## src/rtl/cpu_prog_mem.sv

```systemverilog
// rtl/cpu_prog_mem.sv - register-based CPU program memory with a bit-serial program loader
//
// Purpose:
//   Answers the CPU instruction fetch combinationally (data follows addr with
//   zero latency). A serial loader lets a host rewrite the whole program
//   after reset: bits arrive MSB first, one word per DATA_W valid bits, and
//   words fill from address 0 up to the last address.
//
// Ports:
//   clk       in   1       system clock, rising edge
//   n_rst     in   1       asynchronous active-low reset
//   addr      in   ADDR_W  fetch address from the CPU
//   data      out  DATA_W  instruction word (NOP_WORD while a load runs)
//   ld_start  in   1       start or restart a program load
//   ld_valid  in   1       ld_bit is valid this cycle
//   ld_bit    in   1       serial program bit, MSB of each word first
//   ld_busy   out  1       a load is in progress
//   ld_done   out  1       one-cycle pulse when a load completes
//   ld_ptr    out  ADDR_W  word currently being loaded
//   ld_err    out  1       sticky parity error
//
// Build option:
//   CPU_PROG_MEM_PARITY_EN - when defined, every word is followed by an
//   even-parity bit; a word whose parity bit mismatches is dropped (the
//   pointer still advances) and ld_err is set until reset or the next
//   ld_start. When undefined there is no parity slot and ld_err is 0.

module cpu_prog_mem #(
    parameter int              ADDR_W    = 1,
    parameter int              DATA_W    = 1,
    parameter logic [DATA_W-1:0] INIT_WORD = '0,
    parameter logic [DATA_W-1:0] NOP_WORD  = '0
) (
    input  logic              clk,
    input  logic              n_rst,
    input  logic [ADDR_W-1:0] addr,
    output logic [DATA_W-1:0] data,
    input  logic              ld_start,
    input  logic              ld_valid,
    input  logic              ld_bit,
    output logic              ld_busy,
    output logic              ld_done,
    output logic [ADDR_W-1:0] ld_ptr,
    output logic              ld_err
);

    localparam int DEPTH = 2 ** ADDR_W;
    localparam int CNT_W = $clog2(DATA_W + 1);

    // Index of the serial slot that completes a word: the parity bit when
    // parity is enabled, otherwise the last data bit.
`ifdef CPU_PROG_MEM_PARITY_EN
    localparam logic [CNT_W-1:0] LAST_SLOT = CNT_W'(DATA_W);
`else
    localparam logic [CNT_W-1:0] LAST_SLOT = CNT_W'(DATA_W - 1);
`endif

    localparam logic [ADDR_W-1:0] LAST_PTR = '1;

    typedef enum logic [1:0] {
        IDLE = 2'd0,
        LOAD = 2'd1,
        DONE = 2'd2
    } state_t;

    state_t state;
    state_t state_nxt;

    logic [DATA_W-1:0] mem [DEPTH];
    logic [DATA_W-1:0] shift;
    logic [CNT_W-1:0]  bit_cnt;

    // Shift register with the incoming bit appended; its low DATA_W bits are
    // both the next shift value and, on the last data bit, the finished word.
    // This form stays valid for DATA_W = 1, where the word is just ld_bit.
    logic [DATA_W:0]   shift_cat;
    logic              unused_shift_msb;

    logic              bit_take;
    logic              slot_last;
    logic              word_ok;
    logic [DATA_W-1:0] word_val;

    assign shift_cat        = {shift, ld_bit};
    assign unused_shift_msb = shift_cat[DATA_W];

    // A start in the same cycle as a valid bit wins; the bit is discarded.
    assign bit_take  = (state == LOAD) && ld_valid && !ld_start;
    assign slot_last = bit_take && (bit_cnt == LAST_SLOT);

`ifdef CPU_PROG_MEM_PARITY_EN
    // Even parity: the parity bit equals the XOR of the data bits.
    assign word_val = shift;
    assign word_ok  = ((^shift) == ld_bit);
`else
    assign word_val = shift_cat[DATA_W-1:0];
    assign word_ok  = 1'b1;
`endif

    // ------------------------------------------------------------------
    // State register
    // ------------------------------------------------------------------
    always_ff @(posedge clk or negedge n_rst) begin
        if (!n_rst) begin
            state <= IDLE;
        end else begin
            state <= state_nxt;
        end
    end

    // ------------------------------------------------------------------
    // Next-state logic
    // ------------------------------------------------------------------
    always_comb begin
        state_nxt = state;
        case (state)
            IDLE: begin
                if (ld_start) begin
                    state_nxt = LOAD;
                end
            end
            LOAD: begin
                if (ld_start) begin
                    state_nxt = LOAD;
                end else if (slot_last && (ld_ptr == LAST_PTR)) begin
                    state_nxt = DONE;
                end
            end
            DONE: begin
                // A start here goes straight back into a new load.
                if (ld_start) begin
                    state_nxt = LOAD;
                end else begin
                    state_nxt = IDLE;
                end
            end
            default: begin
                state_nxt = IDLE;
            end
        endcase
    end

    // ------------------------------------------------------------------
    // Loader datapath and memory array
    // ------------------------------------------------------------------
    always_ff @(posedge clk or negedge n_rst) begin
        if (!n_rst) begin
            for (int i = 0; i < DEPTH; i++) begin
                mem[i] <= INIT_WORD;
            end
            ld_ptr  <= '0;
            bit_cnt <= '0;
            shift   <= '0;
        end else if (ld_start) begin
            // Start or restart: the partial word is dropped, but words
            // already written during an interrupted load stay written.
            ld_ptr  <= '0;
            bit_cnt <= '0;
            shift   <= '0;
        end else if (bit_take) begin
            if (slot_last) begin
                // Whole-word write only; a bad-parity word is skipped but
                // still consumes its address.
                if (word_ok) begin
                    mem[ld_ptr] <= word_val;
                end
                ld_ptr  <= ld_ptr + ADDR_W'(1);
                bit_cnt <= '0;
                shift   <= '0;
            end else begin
                shift   <= shift_cat[DATA_W-1:0];
                bit_cnt <= bit_cnt + CNT_W'(1);
            end
        end
    end

`ifdef CPU_PROG_MEM_PARITY_EN
    logic err_q;

    always_ff @(posedge clk or negedge n_rst) begin
        if (!n_rst) begin
            err_q <= 1'b0;
        end else if (ld_start) begin
            err_q <= 1'b0;
        end else if (slot_last && !word_ok) begin
            err_q <= 1'b1;
        end
    end

    assign ld_err = err_q;
`else
    assign ld_err = 1'b0;
`endif

    // ------------------------------------------------------------------
    // Outputs
    // ------------------------------------------------------------------
    assign ld_busy = (state == LOAD);
    assign ld_done = (state == DONE);

    // Zero-latency fetch; the array is hidden while it is being rewritten.
    assign data = (state == LOAD) ? NOP_WORD : mem[addr];

endmodule

```

## config.mk

```make
export PLATFORM = sky130hd
export DESIGN_NAME = cpu_prog_mem
export DESIGN_NICKNAME = d
export VERILOG_FILES = /design/src/rtl/cpu_prog_mem.sv
export SDC_FILE = /design/constraint.sdc
export NUM_CORES = 1
export LEC_CHECK = 0
export ABC_AREA = 0
export CAP_MARGIN = 20
export CORE_AREA = 2 2 39 41
export DETAILED_ROUTE_END_ITERATION = 8
export DIE_AREA = 0 0 41 43
export HOLD_SLACK_MARGIN = 0.15
export PLACE_DENSITY = 0.46
export SLEW_MARGIN = 20
export SYNTH_ARGS = -nofsm -noshare
export SYNTH_HDL_FRONTEND = slang
export SYNTH_SLANG_ARGS = --single-unit
export TNS_END_PERCENT = 50
```

## constraint.sdc

```tcl
create_clock -name clk -period 1.56 [get_ports clk]
set_input_delay 0.468 -clock clk [delete_from_list [all_inputs] [get_ports clk]]
set_output_delay 0.468 -clock clk [all_outputs]
set_load 0.05 [all_outputs]
```

==> impl_metrics.json <==
{
  "status": "complete, no violations",
  "cp-start-kind": "flip-flop",
  "cts_hold_buf": 0,
  "synth_edf_count": 0,
  "drive_gt1_share_pct": 48.8,
  "min_path_type": "in2async",
  "cts_buffers": 3,
  "p_sw_uw": 329,
  "syn_nets": 30,
  "cts_tree": "built",
  "num_io_pins": 11,
  "p_sw_share_pct": 37.4,
  "die_w_um": 41,
  "netlist_area_um2": 299,
  "grt_max_degree": 7,
  "core-area_um2": 1380,
  "arrival_ns": 1.06,
  "comb_power_share_pct": 55.9,
  "vias": 222,
  "die_area_um2": 1760,
  "yosys_warnings": 0,
  "post-route-util_pct": 37.7,
  "dr.pass1.iters": 2,
  "insertion_delay_ns": 0.24,
  "ctsHtreeMaxLevel": 1,
  "drc": 0,
  "endpoint_kind": "output pin",
  "setup_viol": 0,
  "yosysMostFrequentCell": "dfrtp_1",
  "synth-async-reset-ratio_pct": 100,
  "wl_per_cell_um": 9.74,
  "synthToLayoutAreaGrowth_pct": 74.5,
  "grt_pass1_vias": 220,
  "fin_ws_ns": 0.0293,
  "placed_cell_area_um2": 474,
  "hold_ws_ns": 0.462,
  "p_int_uw": 550,
  "yosys.area.top_type": "dfrtp_1",
  "ant_nets": 0,
  "finalInstanceArea_um2": 522,
  "grt-ovfl-total": 0,
  "clkPwrFrac_pct": 16.1,
  "hold_viol": 0,
  "die_h_um": 43,
  "ys_seq_area_share_pct": 50.2,
  "finalClockSkew_ns": 0.000518,
  "ys.flop_type": "dfrtp_1",
  "cts-root-buf": "clkbuf_4",
  "period_share_pct": 98.1,
  "row_count": 14,
  "path_class": "reg2out",
  "fin_nets": 49,
  "ys_seq_elements": 6,
  "initial_core_util_pct": 21.6,
  "period_needed_ns": 1.53,
  "peakVddDrop_uv": 705,
  "p_leak_uw": 0.000243,
  "clkSinkCount": 6,
  "cp.required_ns": 1.09,
  "clockBufferDepth": 2,
  "synthCells": 24,
  "path_clk_slew_ns": 0.04,
  "totalWireLength_um": 555,
  "critPathMaxFanout": 3,
  "syn_avg_cell_area_um2": 12.5,
  "antenna_found_initial": 0,
  "ys_top_cells_by_area": "dfrtp_1, nand4bb_4, nor3b_4, mux2_1, mux2_2",
  "seq_power_share_pct": 28.0,
  "grt_use_total_pct": 8.09,
  "gp_congestion": 0.725,
  "synth_commonest_cells": "dfrtp_1, nor2_1, a21oi_1",
  "antenna_cells": 0,
  "grt_pass1_wl_um": 890,
  "first_iter_violations": 1,
  "port_buffers": 9,
  "power.density_nw_per_um2": 1680,
  "maxCapViolCount": 0,
  "synth_top_area_share_pct": 50.2,
  "rsz0062_at_grt": "yes",
  "pre_cts_ws_ns": -0.308,
  "vias_per_cell": 3.89,
  "fmax_mhz": 653,
  "synth_cell_type_count": 16,
  "drv_slew": 0
}
[through the flow]
step / setup TNS (ns) / instances / power (uW)
2_1_floorplan: 0 / 24 / 489
3_3_place_gp: -0.869 / 51 / 683
3_5_place_dp: -0.917 / 51 / 686
4_1_cts: 0 / 57 / 870
5_1_grt: -0.0238 / 57 / 934
6_report: 0 / 57 / 879
[flip-flops by register name (all words and copies together), names as in the netlist]
| signal | cells |
|---|---|
| bit_cnt | 1 |
| ld_ptr | 1 |
| state | 2 |
| mem | 2 |
[layout by cell type (no fill, tap or decap)]
cell,instances
nand4bb_4,1
nor3b_4,1
inv_1,1
buf_12,4
nor2_4,1
nor2b_4,1
conb_1,1
nand2b_1,1
clkbuf_4,3
xor2_1,1
buf_4,6
nor3_1,1
clkdlybuf4s50_1,3
mux2_1,1
clkbuf_2,1
dfrtp_1,6
a21oi_1,2
nor2_1,2
dlygate4sd2_1,1
mux2i_2,1
and2b_1,1
mux2_2,1
[area by class of cell]
type                       count  area (um^2)
clock buffer                   3         22.5
fill                         146          862
inverter                       1         3.75
multi-input combinational     16          156
sequential                     6          150
tap                           16         20.0
timing repair buffer          15          169
[metal layers]
layer / track usage (%) / up-vias / routed length, um
met5: 0 / - / 0
met1: 9.54 / 100 / 235
met3: 3.66 / 2 / 49
li1: - / 112 / -
met2: 10.0 / 8 / 259
met4: 8.00 / 0 / 11
[kinds of logic (layout without fill, tap and decap cells)]
family / count (synthesis) / count (layout) / share of synthesized area (%)
DFF: 6 / 6 / 50.2
AOI/OAI and AO/OA: 2 / 2 / 3.35
other: 1 / 1 / 1.25
xor gates and xnor gates: 1 / 1 / 2.93
muxes: 3 / 3 / 10.9
buffers and inverters: 2 / 19 / 3.77
and+or+nand+nor: 9 / 9 / 27.6
[worst max-delay path, cell delays in order (launching register included)]
cell and delay [ns]:
dfrtp_1 0.41, nor2b_4 0.20, nor2_4 0.06, buf_12 0.14
[power by group through the flow]
stage                     clock network [uW]  logic, uW  registers (uW)
after global routing                     162        519             253
after CTS                                151        479             240
final                                    142        491             246
after detailed placement                   0        434             252
after floorplan                            0        222             267
after global placement                     0        432             251
[path summary, 6_finish.rpt]
kind / from / endpoint / slack, ns / cells after the start
max: state[1] / data / 0.03 / 3
min: n_rst / state[0] / 0.46 / 1
max reg2reg: state[1] / mem[0] / 0.24 / 3
min reg2reg: bit_cnt / bit_cnt / 0.51 / 2
max in group asynchronous: n_rst / mem[0] / 0.89 / 1
min in group clk: bit_cnt / bit_cnt / 0.51 / 2
[timing repair]
action / in CTS / in global routing
hold endpoints to repair: 0 / 0
pin swaps: 2 / 1
resized for setup: 3 / 3
setup endpoints to repair: 2 / 1
buffers inserted: 3 / 0
(Power assumes the default switching activity.)
==> RTL edit 1: new RTL, config.mk and constraints unchanged <==
The option `CPU_PROG_MEM_PARITY_EN` is turned on by a define.
--- a/src/rtl/cpu_prog_mem.sv
+++ b/src/rtl/cpu_prog_mem.sv
@@ -25,6 +25,8 @@
 //   pointer still advances) and ld_err is set until reset or the next
 //   ld_start. When undefined there is no parity slot and ld_err is 0.
 
+`define CPU_PROG_MEM_PARITY_EN
+
 module cpu_prog_mem #(
     parameter int              ADDR_W    = 1,
     parameter int              DATA_W    = 1,
Function: changed (Yosys sat finds a counterexample within 4 cycles, from zero or initial values and one cycle with n_rst low).
==> RTL edit 1 against the unedited design <==
Synthesized cell count increased by 50%; total power decreased by 42%; worst setup slack got worse by 0.045 ns; utilization increased by 12 points; die area unchanged; cell area increased by 31%; via count increased by 60%; wire length increased by 62%; largest cell class unchanged; synthesized area increased by 32%; the flow now finishes with violations (negative setup slack); count of clock-buffer cells in the layout unchanged; sequential cell count increased by 2.
==> RTL edit 1: results (changes against the unedited design) <==
| Metric | Value |
|---|---|
| Setup violations, final | 1 (was 0) |
| Worst path slowest cell | mux2i_2 (was dfrtp_1) |
| Most frequent cells after synthesis | 8 x dfrtp_1, 4 x nor2_1, 3 x a21oi_1, 2 x xor2_1 (was 6 x dfrtp_1, 3 x nor2_1, 2 x a21oi_1) |
| Post-synthesis net count | 42 (was 30) |
| Failing checks | negative setup slack |
| Worst-path clk slew | 0.06 ns (was 0.04 ns) |
| First-pass GRT wire length | 1.46 mm (was 890 um) |
| Initial DRC count | 3 (was 1) |
| CP peak stage delay | 0.26 ns (was 0.41 ns) |
| Yosys cell types | 23 (was 16) |
| Total negative setup slack | -0.0161 ns (was 0 ns) |
| Top cells by area, synth | dfrtp_1 51%, xor2_1 4.4%, a21oi_1 3.8% (was dfrtp_1 50%, nand4bb_4 9.2%, nor3b_4 6.3%) |
| Top FF cell, synth | dfrtp_1 (unchanged) |
| Vias in the first global route | 322 (was 220) |
| Setup Skew | 0.000438 ns (was 0.000518 ns) |
| Static leakage | 0.300 nW (was 0.243 nW) |
| Status | complete, but fails checks (was completed) |
| Registers with the most flip-flops | mem: 2 flops, state: 2 flops (unchanged) |
| IO Port Bufs | 10 (was 9) |
| Post-route worst setup slack | -0.0161 ns (was 0.0293 ns) |
| Top cell family by delay on the critical path | buffers and inverters (was flip-flops) |
| Fraction of layout cells with a size suffix above 1 | 0.466 (was 0.488) |
| DR vias | 355 (was 222) |
| Number of CTS-inserted buffers | 3 (unchanged) |
| Ys Warns | 0 (unchanged) |
| Dpl hpwl | 688 um |
| GP Congestion | 0.788 (was 0.725) |
| Max clock buf depth | 2 (unchanged) |
| Worst skew pair latency | 0.25 ns |
| Crit Path Max Fanout | 1 (was 3) |
| Gr usage total | 0.127 (was 0.0809) |
| Max VDD drop | 0.346 mV (was 0.705 mV) |
| Largest net degree at the start of global routing | 9 (was 7) |
| Htree depth | 1 (unchanged) |
| DR WL/cell | 12.2 um (was 9.74 um) |
| CP arrival | 1.11 ns (was 1.06 ns) |
| Final Net Count | 66 (was 49) |
| Seq/Total Area, Yosys | 0.508 (was 0.502) |
==> RTL edit 1: final cells by class <==
class                   count  area, um2
clock buffers               3       22.5
inverters                   1       6.26
well taps                  16       20.0
fillers                   130        702
flip-flops and latches      8        201
multi-input cells          26        210
repair buffers             20        221
==> RTL edit 1: kinds of logic after synthesis <==
logic type                count (synthesis)  share of synthesized area
muxes                                     1                     0.0254
AOI/OAI and AO/OA                         9                      0.181
DFF                                       8                      0.508
buffers and inverters                     2                     0.0222
xor gates and xnor gates                  3                     0.0667
and+or+nand+nor                          13                      0.197
==> RTL edit 1: per-stage QoR <==
stage               setup WS, ns  utilization  instance area (um2)  cells
finish                   -0.0161        0.493                  682     74
global route             -0.0625        0.493                  682     74
CTS                      -0.0235        0.467                  647     71
detailed placement        -0.385        0.439                  607     68
global placement          -0.358        0.439                  607     68
floorplan                0.00153            -                  402     36
==> RTL edit 1: power breakdown <==
group	internal, mW	switching [mW]
combinational	0.0647	0.0568
sequential	0.218	0.0161
clock	0.0880	0.0693
total	0.371	0.142
==> RTL edit 1: timing repair <==
item	in CTS	in global routing
resized for setup	8	3
hold buffers	0	0
endpoints found under the setup margin	2	4
pin swaps	0	1
buffers inserted	0	3
==> RTL edit 1: final timing paths <==
path | start | to | slack, ns | cells past startpoint
setup / recovery | addr | data | -0.02 | 4
hold / removal | n_rst | ld_err | 0.49 | 1
setup reg to reg | state[1] | mem[1] | 0.08 | 5
hold reg to reg | state[0] | state[0] | 0.53 | 1
max in group asynchronous | n_rst | state[0] | 0.79 | 1
min in group clk | state[0] | state[0] | 0.53 | 1
==> RTL edit 1: routing by layer <==
metal  part of all wire  track usage  up-vias
li1                   -            -      176
met1               0.44        0.174      172
met2               0.51        0.172        7
met3              0.047       0.0471        0
met4                  0       0.0600        0
met5                  0            0        -
==> RTL edit 2: new RTL, same flow settings <==
Without the edit above. Add an input register stage for `addr` and `ld_valid`; this delays them by one clock. The other inputs are not delayed to match. Comments in the files are not updated.
--- a/src/rtl/cpu_prog_mem.sv
+++ b/src/rtl/cpu_prog_mem.sv
@@ -63,6 +63,14 @@
         DONE = 2'd2
     } state_t;
 
+    logic [ADDR_W-1:0] addr_q;
+    logic ld_valid_q;
+
+    always_ff @(posedge clk) begin
+        addr_q     <= addr;
+        ld_valid_q <= ld_valid;
+    end
+
     state_t state;
     state_t state_nxt;
 
@@ -85,7 +93,7 @@
     assign unused_shift_msb = shift_cat[DATA_W];
 
     // A start in the same cycle as a valid bit wins; the bit is discarded.
-    assign bit_take  = (state == LOAD) && ld_valid && !ld_start;
+    assign bit_take  = (state == LOAD) && ld_valid_q && !ld_start;
     assign slot_last = bit_take && (bit_cnt == LAST_SLOT);
 
 `ifdef CPU_PROG_MEM_PARITY_EN
@@ -199,7 +207,7 @@
     assign ld_done = (state == DONE);
 
     // Zero-latency fetch; the array is hidden while it is being rewritten.
-    assign data = (state == LOAD) ? NOP_WORD : mem[addr];
+    assign data = (state == LOAD) ? NOP_WORD : mem[addr_q];
 
 endmodule
 
Behaviour: not the same (Yosys sat finds a counterexample within 4 cycles, from zero or initial values and one cycle with n_rst low).
==> RTL edit 2 against the unedited design <==
Wire length up 19%; sequential cell count grew 2; synthesized cell count increased by 8.3%; sequential power increased by 23%; clock power up 23%; total power rose by 12%; largest power group unchanged; via count rose by 14%; clock skew rose by 0.0057 ns; synthesized area increased by 13%; cell area is 9.6% higher; die area did not move; worst setup slack worse by 0.014 ns; worst hold slack lost 0.014 ns; first-iteration DRC count shrank 100%.
==> RTL edit 2: results (changes against the unedited design) <==
| Metric | Value |
|---|---|
| Met3 routed WL | 45 um (was 49 um) |
| Top sig layer | met4 (unchanged) |
| Status | completed (unchanged) |
| Reg-to-reg setup timing slack | 0.08 ns (was 0.24 ns) |
| DR WL/cell | 11.0 um (was 9.74 um) |
| Post-synthesis async set-or-reset flop share | 0.750 (was 1.00) |
| Max VDD drop | 0.649 mV (was 0.705 mV) |
| Placed Instances | 52 (was 51) |
| Yosys cell types | 17 (was 16) |
| P_sw | 0.358 mW (was 0.329 mW) |
| Worst R2R End | mem[0] (unchanged) |
| Fin Hold WS | 0.448 ns (was 0.462 ns) |
| IO Port Bufs | 9 (unchanged) |
| Met2 usage | 0.144 (was 0.100) |
| M3 GR Usage | 0.0524 (was 0.0366) |
| DP Area | 507 um2 (was 474 um2) |
| Cell with the most instances after synthesis | dfrtp_1 (unchanged) |
| Gr usage total | 0.113 (was 0.0809) |
| Number of diodes | 0 (unchanged) |
| CP arrival | 1.08 ns (was 1.06 ns) |
| Top cells by area, synth | dfrtp_1 44%, dfxtp_1 12%, nand4bb_4 8.1% (was dfrtp_1 50%, nand4bb_4 9.2%, nor3b_4 6.3%) |
| CTS root buffer | clkbuf_4 (unchanged) |
| Antenna violations before repair | 0 (unchanged) |
| Fraction of layout cells with a size suffix above 1 | 0.432 (was 0.488) |
| Htree depth | 1 (unchanged) |
| Max clock buf depth | 2 (unchanged) |
| Seq/Total Area, Yosys | 0.561 (was 0.502) |
| Most frequent cells after synthesis | 6 x dfrtp_1, 3 x nor2_1, 2 x a21oi_1, 2 x dfxtp_1 (was 6 x dfrtp_1, 3 x nor2_1, 2 x a21oi_1) |
| Launching point of the worst reg2reg path | state[1] (unchanged) |
| Synth top area share | 0.443 (was 0.502) |
| Post-synthesis net count | 32 (was 30) |
| GP Congestion | 0.637 (was 0.725) |
| Crit Path Max Fanout | 4 (was 3) |
| First-pass GRT wire length | 1.19 mm (was 890 um) |
| Initial DRC count | 0 (was 1) |
| Wire length on met1 | 262 um (was 235 um) |
| Ys Warns | 0 (unchanged) |
| Worst skew pair latency | 0.26 ns (was 0.24 ns) |
| Vias in the first global route | 273 (was 220) |
| Worst-path clk slew | 0.06 ns (was 0.04 ns) |
| Met1 Use GR | 0.126 (was 0.0954) |
| Routed wire length | 660 um (was 555 um) |
| Worst hold path class | in2async (unchanged) |
| Mapped Cells | 26 (was 24) |
| # fillers | 140 (was 146) |
| Number of CTS-inserted buffers | 3 (unchanged) |
| Worst reg2reg path depth | 4 (was 3) |
| Setup Skew | 0.00624 ns (was 0.000518 ns) |
| Static leakage | 0.260 nW (was 0.243 nW) |
| Drt via density | 4.22 (was 3.89) |
| Pre-antenna DRT Iters | 1 (was 2) |
| Pre-CTS setup slack | -0.167 ns (was -0.308 ns) |
| Met2 WL | 329 um (was 259 um) |
| Largest net degree at the start of global routing | 7 (unchanged) |
| Final Net Count | 51 (was 49) |
## RTL edit 2: worst max-delay path by stage
stage                  start  endpoint  slack, ns  cells past startpoint
finish              state[0]      data       0.01                      3
global placement    ld_start    mem[1]      -0.12                      3
floorplan           state[0]      data       0.04                      2
global route        state[0]      data      -0.07                      3
detailed placement  ld_start    mem[1]      -0.17                      3
CTS                 state[1]      data     -0.002                      3
## RTL edit 2: layout make-up
| cell class | count | area (um2) | area share |
|---|---|---|---|
| clock buffer | 4 | 26.3 | 0.0460 |
| sequential | 8 | 190 | 0.333 |
| tap | 16 | 20.0 | 0.0350 |
| timing repair buffer | 15 | 175 | 0.306 |
| multi-input combinational | 16 | 156 | 0.274 |
| inverter | 1 | 3.75 | 0.00656 |
## RTL edit 2: cells by family (layout without fill, tap and decap cells)
group                     count (synthesis)  after routing  synth area share
and+or+nand+nor                           9              9             0.244
DFF                                       8              8             0.561
muxes                                     3              3            0.0959
AOI/OAI and AO/OA                         2              2            0.0295
buffers and inverters                     2             20            0.0332
other                                     1              1            0.0111
xor gates and xnor gates                  1              1            0.0258
## RTL edit 2: power groups by stage
stage               clock (mW)  sequential (mW)  combinational [mW]
finish                   0.174            0.303               0.504
global route             0.210            0.310               0.537
CTS                      0.182            0.303               0.511
detailed placement           0            0.308               0.430
global placement             0            0.306               0.422
floorplan                    0            0.323               0.223
## RTL edit 2: worst max-delay path: stages (launching register included)
cell and delay [ns]:
dfrtp_1 0.38, nor2b_4 0.24, nor2_4 0.05, buf_12 0.15
## RTL edit 2: what timing repair did
item | 4_1_cts | 5_1_grt
cloned | 0 | 0
hold buffers | 0 | 0
endpoints found under the setup margin | 3 | 3
pin swaps | 1 | 0
gates resized for setup | 2 | 0
buffers inserted | 4 | 0
